## config.mk

```make
export PLATFORM = sky130hd
export DESIGN_NAME = mem_access_ctrl_flat
export DESIGN_NICKNAME = d
export VERILOG_FILES = /design/src/rtl/mem_access_pkg.sv /design/src/rtl/mem_access_ctrl_if.sv /design/src/rtl/mem_wait_counter.sv /design/src/rtl/mem_access_ctrl.sv /design/src/flat_wrapper.sv
export SDC_FILE = /design/constraint.sdc
export NUM_CORES = 1
export LEC_CHECK = 0
export ABC_AREA = 0
export CAP_MARGIN = 10
export CORE_AREA = 2 2 112 114
export DETAILED_ROUTE_END_ITERATION = 7
export DIE_AREA = 0 0 114 116
export GPL_ROUTABILITY_DRIVEN = 0
export PLACE_DENSITY = 0.84
export REMOVE_ABC_BUFFERS = 1
export SLEW_MARGIN = 5
export SYNTH_ARGS = -nofsm -noshare
export SYNTH_HDL_FRONTEND = slang
export SYNTH_SLANG_ARGS = --single-unit
```

## constraint.sdc

```tcl
create_clock -name clk -period 2.6 [get_ports clk]
set_clock_uncertainty 0.15 [all_clocks]
set_input_delay 0.52 -clock clk [delete_from_list [all_inputs] [get_ports clk]]
set_output_delay 0.52 -clock clk [all_outputs]
set_load 0.05 [all_outputs]
```

## src/rtl/mem_access_pkg.sv

```systemverilog
// mem_access_pkg: FSM state and memory op encodings shared with the multicycle controller
package mem_access_pkg;
  typedef enum logic [1:0] {ST_IDLE, ST_WAIT, ST_ACCESS, ST_DONE} state_e;
  typedef enum logic [1:0] {OP_FETCH, OP_LOAD, OP_STORE, OP_RSVD} op_e;
  function automatic op_e norm_op(op_e op);
    return op == OP_RSVD ? OP_LOAD : op;
  endfunction
endpackage

```

## src/rtl/mem_access_ctrl_if.sv

```systemverilog
// mem_access_ctrl_if: controller request/response plus memory bus bundle
//   master: requester side (drives req_*, pc, alu_addr, store_data, abort, Mem_data)
//   slave:  mem_access_ctrl side (drives req_ready, done, err, ir, mdr, Address, Write_data, MemRead, MemWrite)
interface mem_access_ctrl_if;
  import mem_access_pkg::*;
  logic        req_valid;
  logic        req_ready;
  op_e         req_op;
  logic [31:0] pc;
  logic [31:0] alu_addr;
  logic [31:0] store_data;
  logic        abort;
  logic        done;
  logic        err;
  logic [31:0] ir;
  logic [31:0] mdr;
  logic [31:0] Address;
  logic [31:0] Write_data;
  logic        MemRead;
  logic        MemWrite;
  logic [31:0] Mem_data;
  modport master (
    output req_valid, req_op, pc, alu_addr, store_data, abort, Mem_data,
    input  req_ready, done, err, ir, mdr, Address, Write_data, MemRead, MemWrite
  );
  modport slave (
    input  req_valid, req_op, pc, alu_addr, store_data, abort, Mem_data,
    output req_ready, done, err, ir, mdr, Address, Write_data, MemRead, MemWrite
  );
endinterface

```

## src/rtl/mem_wait_counter.sv

```systemverilog
// mem_wait_counter: loadable down-counter with zero flag for wait states
//   clk, reset: clock, sync active-high reset; load/load_val: preset; dec: decrement; zero: count==0
module mem_wait_counter #(
  parameter int CNT_W = 4
) (
  input  logic             clk,
  input  logic             reset,
  input  logic             load,
  input  logic [CNT_W-1:0] load_val,
  input  logic             dec,
  output logic             zero
);
  logic [CNT_W-1:0] cnt_q, cnt_d;
  always_comb cnt_d = load ? load_val : dec ? cnt_q - CNT_W'(1) : cnt_q;
  always_ff @(posedge clk)
    if (reset) cnt_q <= '0;
    else cnt_q <= cnt_d;
  assign zero = cnt_q == '0;
endmodule

```

## src/rtl/mem_access_ctrl.sv

```systemverilog
// mem_access_ctrl: one-at-a-time fetch/load/store sequencer to unified memory with wait states
//   clk, reset: clock, sync active-high reset; bus: mem_access_ctrl_if.slave (request + memory side)
//   MEM_MISALIGN_TRAP_EN: when defined, misaligned requests skip the access and return done+err
module mem_access_ctrl
  import mem_access_pkg::*;
#(
  parameter int WAIT_CYCLES = 0,
  parameter int CNT_W       = 4
) (
  input logic              clk,
  input logic              reset,
  mem_access_ctrl_if.slave bus
);
`ifdef MEM_MISALIGN_TRAP_EN
  localparam bit TRAP_EN = 1'b1;
`else
  localparam bit TRAP_EN = 1'b0;
`endif
  localparam logic [CNT_W-1:0] WAIT_LOAD = CNT_W'(WAIT_CYCLES > 0 ? WAIT_CYCLES - 1 : 0);
  state_e      state_q, state_d;
  op_e         op_q, op_d;
  logic [31:0] addr_q, addr_d, wdata_q, wdata_d, ir_q, ir_d, mdr_q, mdr_d, sel_addr;
  logic        err_q, err_d, cnt_load, cnt_dec, cnt_zero;
  mem_wait_counter #(.CNT_W(CNT_W)) u_cnt (
    .clk      (clk),
    .reset    (reset),
    .load     (cnt_load),
    .load_val (WAIT_LOAD),
    .dec      (cnt_dec),
    .zero     (cnt_zero)
  );
  assign sel_addr = bus.req_op == OP_FETCH ? bus.pc : bus.alu_addr;
  always_comb begin
    state_d  = state_q;
    op_d     = op_q;
    addr_d   = addr_q;
    wdata_d  = wdata_q;
    ir_d     = ir_q;
    mdr_d    = mdr_q;
    err_d    = err_q;
    cnt_load = 1'b0;
    cnt_dec  = 1'b0;
    case (state_q)
      ST_IDLE: if (bus.req_valid) begin
        op_d     = norm_op(bus.req_op);
        addr_d   = sel_addr;
        wdata_d  = bus.store_data;
        err_d    = TRAP_EN && sel_addr[1:0] != 2'b00;
        cnt_load = 1'b1;
        state_d  = err_d ? ST_DONE : WAIT_CYCLES > 0 ? ST_WAIT : ST_ACCESS;
      end
      ST_WAIT: begin
        state_d = bus.abort ? ST_IDLE : cnt_zero ? ST_ACCESS : ST_WAIT;
        cnt_dec = !bus.abort && !cnt_zero;
      end
      ST_ACCESS: begin
        ir_d    = op_q == OP_FETCH ? bus.Mem_data : ir_q;
        mdr_d   = op_q == OP_LOAD ? bus.Mem_data : mdr_q;
        state_d = ST_DONE;
      end
      default: state_d = ST_IDLE;
    endcase
  end
  always_ff @(posedge clk)
    if (reset) begin
      state_q <= ST_IDLE;
      op_q    <= OP_FETCH;
      addr_q  <= '0;
      wdata_q <= '0;
      ir_q    <= '0;
      mdr_q   <= '0;
      err_q   <= 1'b0;
    end else begin
      state_q <= state_d;
      op_q    <= op_d;
      addr_q  <= addr_d;
      wdata_q <= wdata_d;
      ir_q    <= ir_d;
      mdr_q   <= mdr_d;
      err_q   <= err_d;
    end
  // Strobes are masked while reset is high so a reset landing in ACCESS never commits a write.
  assign bus.MemRead    = !reset && state_q == ST_ACCESS && op_q != OP_STORE;
  assign bus.MemWrite   = !reset && state_q == ST_ACCESS && op_q == OP_STORE;
  assign bus.req_ready  = state_q == ST_IDLE;
  assign bus.done       = state_q == ST_DONE;
  assign bus.err        = TRAP_EN && state_q == ST_DONE && err_q;
  assign bus.ir         = ir_q;
  assign bus.mdr        = mdr_q;
  assign bus.Address    = addr_q;
  assign bus.Write_data = wdata_q;
endmodule

```

## src/flat_wrapper.sv

```systemverilog
// flat-port wrapper written by rule: the top's interface ports become plain ports
module mem_access_ctrl_flat import mem_access_pkg::*;
#(
  parameter int WAIT_CYCLES = 0,
  parameter int CNT_W       = 4
)
  (clk, reset, bus_req_valid, bus_req_op, bus_pc, bus_alu_addr, bus_store_data, bus_abort, bus_Mem_data, bus_req_ready, bus_done, bus_err, bus_ir, bus_mdr, bus_Address, bus_Write_data, bus_MemRead, bus_MemWrite);
  mem_access_ctrl_if bus_i ();
  input logic clk;
  input logic reset;
  input wire logic [$bits(bus_i.req_valid)-1:0] bus_req_valid;
  input wire logic [$bits(bus_i.req_op)-1:0] bus_req_op;
  input wire logic [$bits(bus_i.pc)-1:0] bus_pc;
  input wire logic [$bits(bus_i.alu_addr)-1:0] bus_alu_addr;
  input wire logic [$bits(bus_i.store_data)-1:0] bus_store_data;
  input wire logic [$bits(bus_i.abort)-1:0] bus_abort;
  input wire logic [$bits(bus_i.Mem_data)-1:0] bus_Mem_data;
  output wire logic [$bits(bus_i.req_ready)-1:0] bus_req_ready;
  output wire logic [$bits(bus_i.done)-1:0] bus_done;
  output wire logic [$bits(bus_i.err)-1:0] bus_err;
  output wire logic [$bits(bus_i.ir)-1:0] bus_ir;
  output wire logic [$bits(bus_i.mdr)-1:0] bus_mdr;
  output wire logic [$bits(bus_i.Address)-1:0] bus_Address;
  output wire logic [$bits(bus_i.Write_data)-1:0] bus_Write_data;
  output wire logic [$bits(bus_i.MemRead)-1:0] bus_MemRead;
  output wire logic [$bits(bus_i.MemWrite)-1:0] bus_MemWrite;
  assign bus_i.req_valid = bus_req_valid;
  assign bus_i.req_op = bus_req_op;
  assign bus_i.pc = bus_pc;
  assign bus_i.alu_addr = bus_alu_addr;
  assign bus_i.store_data = bus_store_data;
  assign bus_i.abort = bus_abort;
  assign bus_i.Mem_data = bus_Mem_data;
  assign bus_req_ready = bus_i.req_ready;
  assign bus_done = bus_i.done;
  assign bus_err = bus_i.err;
  assign bus_ir = bus_i.ir;
  assign bus_mdr = bus_i.mdr;
  assign bus_Address = bus_i.Address;
  assign bus_Write_data = bus_i.Write_data;
  assign bus_MemRead = bus_i.MemRead;
  assign bus_MemWrite = bus_i.MemWrite;
  mem_access_ctrl #(.WAIT_CYCLES(WAIT_CYCLES), .CNT_W(CNT_W)) u_core (.clk(clk), .reset(reset), .bus(bus_i));
endmodule
```

After elaboration in Yosys (flattened, before gate mapping)
Index checks and enable logic that the tools add are counted.

storage, ports and cells
  register bits = 136
  input port bits = 134
  output and inout port bits = 133
  word-level logic and storage cells = 40

cells by class
  add/sub/neg operators = 1
  eq/ne operators = 8
  multiplexer cells = 9
  reductions and logical operators = 15

operator list
  cell                 number
  $mux 32              1
  $eq 2x2->1 const B   4
  $mux 2               4
  $logic_not 2->1      3
  $pmux 2 s3           1
  $reduce_and 2->1     3
  $eq 2x1->1 const B   2
  $logic_and 1x1->1    4
  $logic_not 4->1      1
  $ne 2x2->1 const B   2
  $sub 4x1->4 const B  1
  $logic_not 1->1      3
  $mux 1               3
  $reduce_or 2->1      1

Logic depth before layout (Yosys ltp)
Gate-level depths: netlist of run 1.

  depth after elaboration = 4
  depth in mapped cells = 6
  mapped depth without buffers = 5

Modules after synthesis
A second synthesis of run 1 with hierarchy kept.

second synthesis, totals
  cell total of the unflattened synthesis = 656
  area total of the unflattened synthesis = 5285.1 um^2

by module, submodules not included
  module            times used  cells each  area an instance (um^2)  sequential area each (um^2)
  mem_access_ctrl   1           630         5052.3                   2642.5
  mem_wait_counter  1           26          232.7                    80.1

Worst setup path before layout of run 1
No wires, ideal clock.

  path kind = input to output
  start point = input port reset
  end point = output port bus_MemWrite
  arrival = 2.023 ns
  data required time = 1.930 ns
  slack = -0.093 ns
  cell stages on the path = 3
  buffers on the path = 2
  cell sequence = buf_2 -> clkbuf_1 -> nor3b_1

between the ends
  longest elaborated chain between the ends = 3

RTL lines
  item                             RTL line               text
  start, declared                  flat_wrapper.sv:10     input logic reset;
  $logic_not 1->1                  mem_access_ctrl.sv:84  assign bus.MemWrite = !reset && state_q == ST_ACCESS && op_q == OP_STORE;
  $logic_and 1x1->1 (2 in series)  mem_access_ctrl.sv:84
  end, declared                    flat_wrapper.sv:26     output wire logic [$bits(bus_i.MemWrite)-1:0] bus_MemWrite;

No other way between the ends.

Final worst setup path of run 1
  start point = register u_core.state_q[1]
  end point = output port bus_req_ready

between the ends
  longest elaborated chain between the ends = 1

RTL lines
  item                    RTL line               text
  start, declared         mem_access_ctrl.sv:20  state_e state_q, state_d;
  start signal, assigned  mem_access_ctrl.sv:74  state_q <= state_d;
  $logic_not 2->1         mem_access_ctrl.sv:85  assign bus.req_ready = state_q == ST_IDLE;
  end, declared           flat_wrapper.sv:18     output wire logic [$bits(bus_i.req_ready)-1:0] bus_req_ready;

No other way between the ends.

==> results.sh, run 1 <==
export IMPL_cts_repair_resized=0
export IMPL_layout_drive_gt1_share_pct=6.33
export IMPL_avgRoutedWirePerCell_um=17.0
export IMPL_dieArea_sq_um=13200
export IMPL_synth_top_area_share_pct=54.8
export IMPL_avgSynthCellArea_sq_um=9.69
export IMPL_overflow=0
export IMPL_ys_types=35
export IMPL_drt_iter0_drc=341
export IMPL_synth_area_sq_um=4970
export IMPL_port_buffers=265
export IMPL_clock_fmax_mhz=420
export IMPL_cts_tree="done"
export IMPL_worstPathBufferInverterCount=1
export IMPL_clk_pin_slew_ns=0.05
export IMPL_path_max_fanout=2
export IMPL_max_stage_delay_ns=0.83
export IMPL_grt_total_usage_pct=22.9
export IMPL_ios=267
export IMPL_coreArea_sq_um=11900
export IMPL_relSlewSlack_pct=56.6
export IMPL_rsz0062_at_grt="false"
export IMPL_yosysMostFrequentCell="dfxtp_1"
export IMPL_cts_setup_buffers=0
export IMPL_numClockSinks=136
export IMPL_cp_end_kind="primary output"
export IMPL_root_buffer="clkbuf_16"
export IMPL_arrival_ns=1.71
export IMPL_first_pass_iters=4
export IMPL_num_rows=40
export IMPL_synth_area_leaders="dfxtp_1 (55%), nand2_1 (9.7%), a21oi_1 (6.8%)"
export IMPL_antennaDiodeCount=0
export IMPL_cpMaxStageDelayCell="clkdlybuf4s50_1"
export IMPL_max_cap_violations=0
export IMPL_crit_chain="nor2_1, clkdlybuf4s50_1"
export IMPL_synth_top_cell_by_area="dfxtp_1"
export IMPL_start_kind="flip-flop"
export IMPL_crit_cells=2
export IMPL_crit_type="flip-flop to primary output"
export IMPL_finish_utilization_pct=68.8
export IMPL_rrSetupSlack_ns=0.80
export IMPL_dp_cells=893
export IMPL_final_cells=921
export IMPL_hpwlAfterDp_um=11300
export IMPL_ys_seq_elements=136
export IMPL_min_from="u_core.bus.mdr[1]$_SDFFE_PP0P_"
export IMPL_crit_required_ns=1.93
export IMPL_hold_end="u_core.bus.mdr[1]$_SDFFE_PP0P_"
export IMPL_area_delta_synth_final_pct=64.9
export IMPL_slew_viol_final=0
export IMPL_worst_pin_slew_ns=0.651
export IMPL_synthTopCellsByCount="dfxtp_1 (136), nand2_1 (129), a21oi_1 (68), a22o_1 (33)"
export IMPL_initial_utilization_pct=41.7
export IMPL_yosysWarnings=0
export IMPL_hold_violations=0
export IMPL_leakage_nw=2.98
export IMPL_min_delay_path_class="flip-flop to flip-flop"
export IMPL_cts_hold_buffers_added=0
export IMPL_cts_buffers=17
export IMPL_dr_total_vias=4707
export IMPL_final_nets=900
export IMPL_rr_worst_depth=5
export IMPL_die_y_um=116
export IMPL_crit_family="buffers and inverters"
export IMPL_r2r_start="u_core.u_cnt.cnt_q[0]$_SDFFE_PP0P_"
export IMPL_async_flop_share_pct=0
export IMPL_h_tree_depth=4
export IMPL_grt_pass1_vias=4818
export IMPL_setup_viol=0
export IMPL_cts_buffer_depth=2
export IMPL_peakVddDrop_uv=415
export IMPL_drc=0
export IMPL_status="complete, no violations"
export IMPL_grt_max_degree=67
export IMPL_yosysSeqAreaShare_pct=54.8
export IMPL_synthesis_instances=513
export IMPL_whs_path_depth=2
export IMPL_antenna_found_initial=0
export IMPL_layout_min_cycle_time_ns=2.38
export IMPL_clk_latency_ns=0.40
export IMPL_reg2reg_to="u_core.u_cnt.cnt_q[1]$_SDFFE_PP0P_"
export IMPL_die_w_um=114
export IMPL_synth_edf_count=0
export IMPL_power_density_nw_per_um2=676
export IMPL_timing_setup_tns_ns=0
export IMPL_ant_nets=0
export IMPL_drt_total_wl_um=15600
export IMPL_post_route_period_util_pct=91.6
export IMPL_grt_first_pass_wirelength_um=23600
export IMPL_ys_flop_type="dfxtp_1"
export IMPL_vias_per_cell=5.11
==> sequential cells by signal, summed over array words and instances, names as in the netlist <==
name	flops
u_core.bus.Write_data	32
u_core.bus.Address	32
u_core.u_cnt.cnt_q	4
u_core.bus.ir	32
u_core.op_q	2
u_core.bus.mdr	32
u_core.state_q	2
==> routing by layer <==
metal / track usage, % / vias to the layer above / wire (um)
li1: - / 2281 / -
met4: 10.0 / 0 / 203
met3: 7.58 / 17 / 1150
met5: 0 / - / 0
met2: 41.0 / 193 / 8240
met1: 24.9 / 2216 / 6030
==> layout make-up <==
class                      count  area [sq um]
fill                         875          3720
timing repair buffer         276          2750
sequential                   136          2720
multi-input combinational    330          2020
clock buffer                  24           482
tap                          147           184
clock inverter                 4          22.5
inverter                       4          15.0
==> stage by stage <==
step / area (sq um) / worst slack [ns] / power (mW) / hold WS [ns]
2_1_floorplan: 4730 / -0.735 / 2.94 / 0.316
3_3_place_gp: 7690 / 0.424 / 3.48 / 0.291
3_5_place_dp: 7690 / 0.399 / 3.51 / 0.298
4_1_cts: 8200 / 0.194 / 5.58 / 0.306
5_1_grt: 8200 / 0.175 / 5.74 / 0.326
6_report: 8200 / 0.218 / 5.54 / 0.303
==> cell usage in the layout (no fill, tap or decap), types with 4 or more instances in the layout <==
master	count
a21oi_1	68
a22o_1	33
buf_4	12
clkbuf_1	4
clkbuf_16	17
clkdlybuf4s50_1	261
dfxtp_1	136
inv_1	4
mux2i_1	32
nand2_1	129
nor2_1	4
o2bb2ai_1	32
==> worst min-delay path, stage by stage (launching register included) <==
cell and delay (ns):
dfxtp_1 0.30, nand2_1 0.05, a21oi_1 0.05
==> cell families after synthesis <==
group | synth area share [%]
AND/OR/NAND/NOR | 14.0
AO/OA/AOI/OAI | 19.2
flip-flops | 54.8
buffers and inverters | 5.19
multiplexers | 6.45
adder cells (fa/ha/maj) | 0.252
other | 0.0755
==> power by group <==
group	internal, mW	switching, mW
clock network	1.27	0.805
registers	2.21	0.0701
logic	0.488	0.704
total	3.96	1.58
==> worst max path at each step <==
stage / start / endpoint / slack [ns]
after floorplan: bus_req_valid / u_core.bus.Write_data[0]$_SDFFE_PP0P_ / -0.73
after global placement: bus_req_valid / u_core.op_q[1]$_SDFFE_PP0P_ / 0.42
after detailed placement: bus_req_valid / u_core.op_q[1]$_SDFFE_PP0P_ / 0.40
after CTS: u_core.state_q[1]$_SDFFE_PP0P_ / bus_req_ready / 0.19
after global routing: u_core.state_q[1]$_SDFFE_PP0P_ / bus_req_ready / 0.18
final: u_core.state_q[1]$_SDFFE_PP0P_ / bus_req_ready / 0.22
Power figures use the tool's default switching activity.
==> run 2, diff against run 1 <==
- ABC_CLOCK_PERIOD_IN_PS: unset -> 2600
==> results of run 2 <==
The final DEF is identical to that of run 1; final timing and power are the same.
==> run 3, diff against run 2 <==
- SKIP_CTS_REPAIR_TIMING: unset -> 1
==> results of run 3 <==
The final DEF is identical to that of run 1; final timing and power are the same.
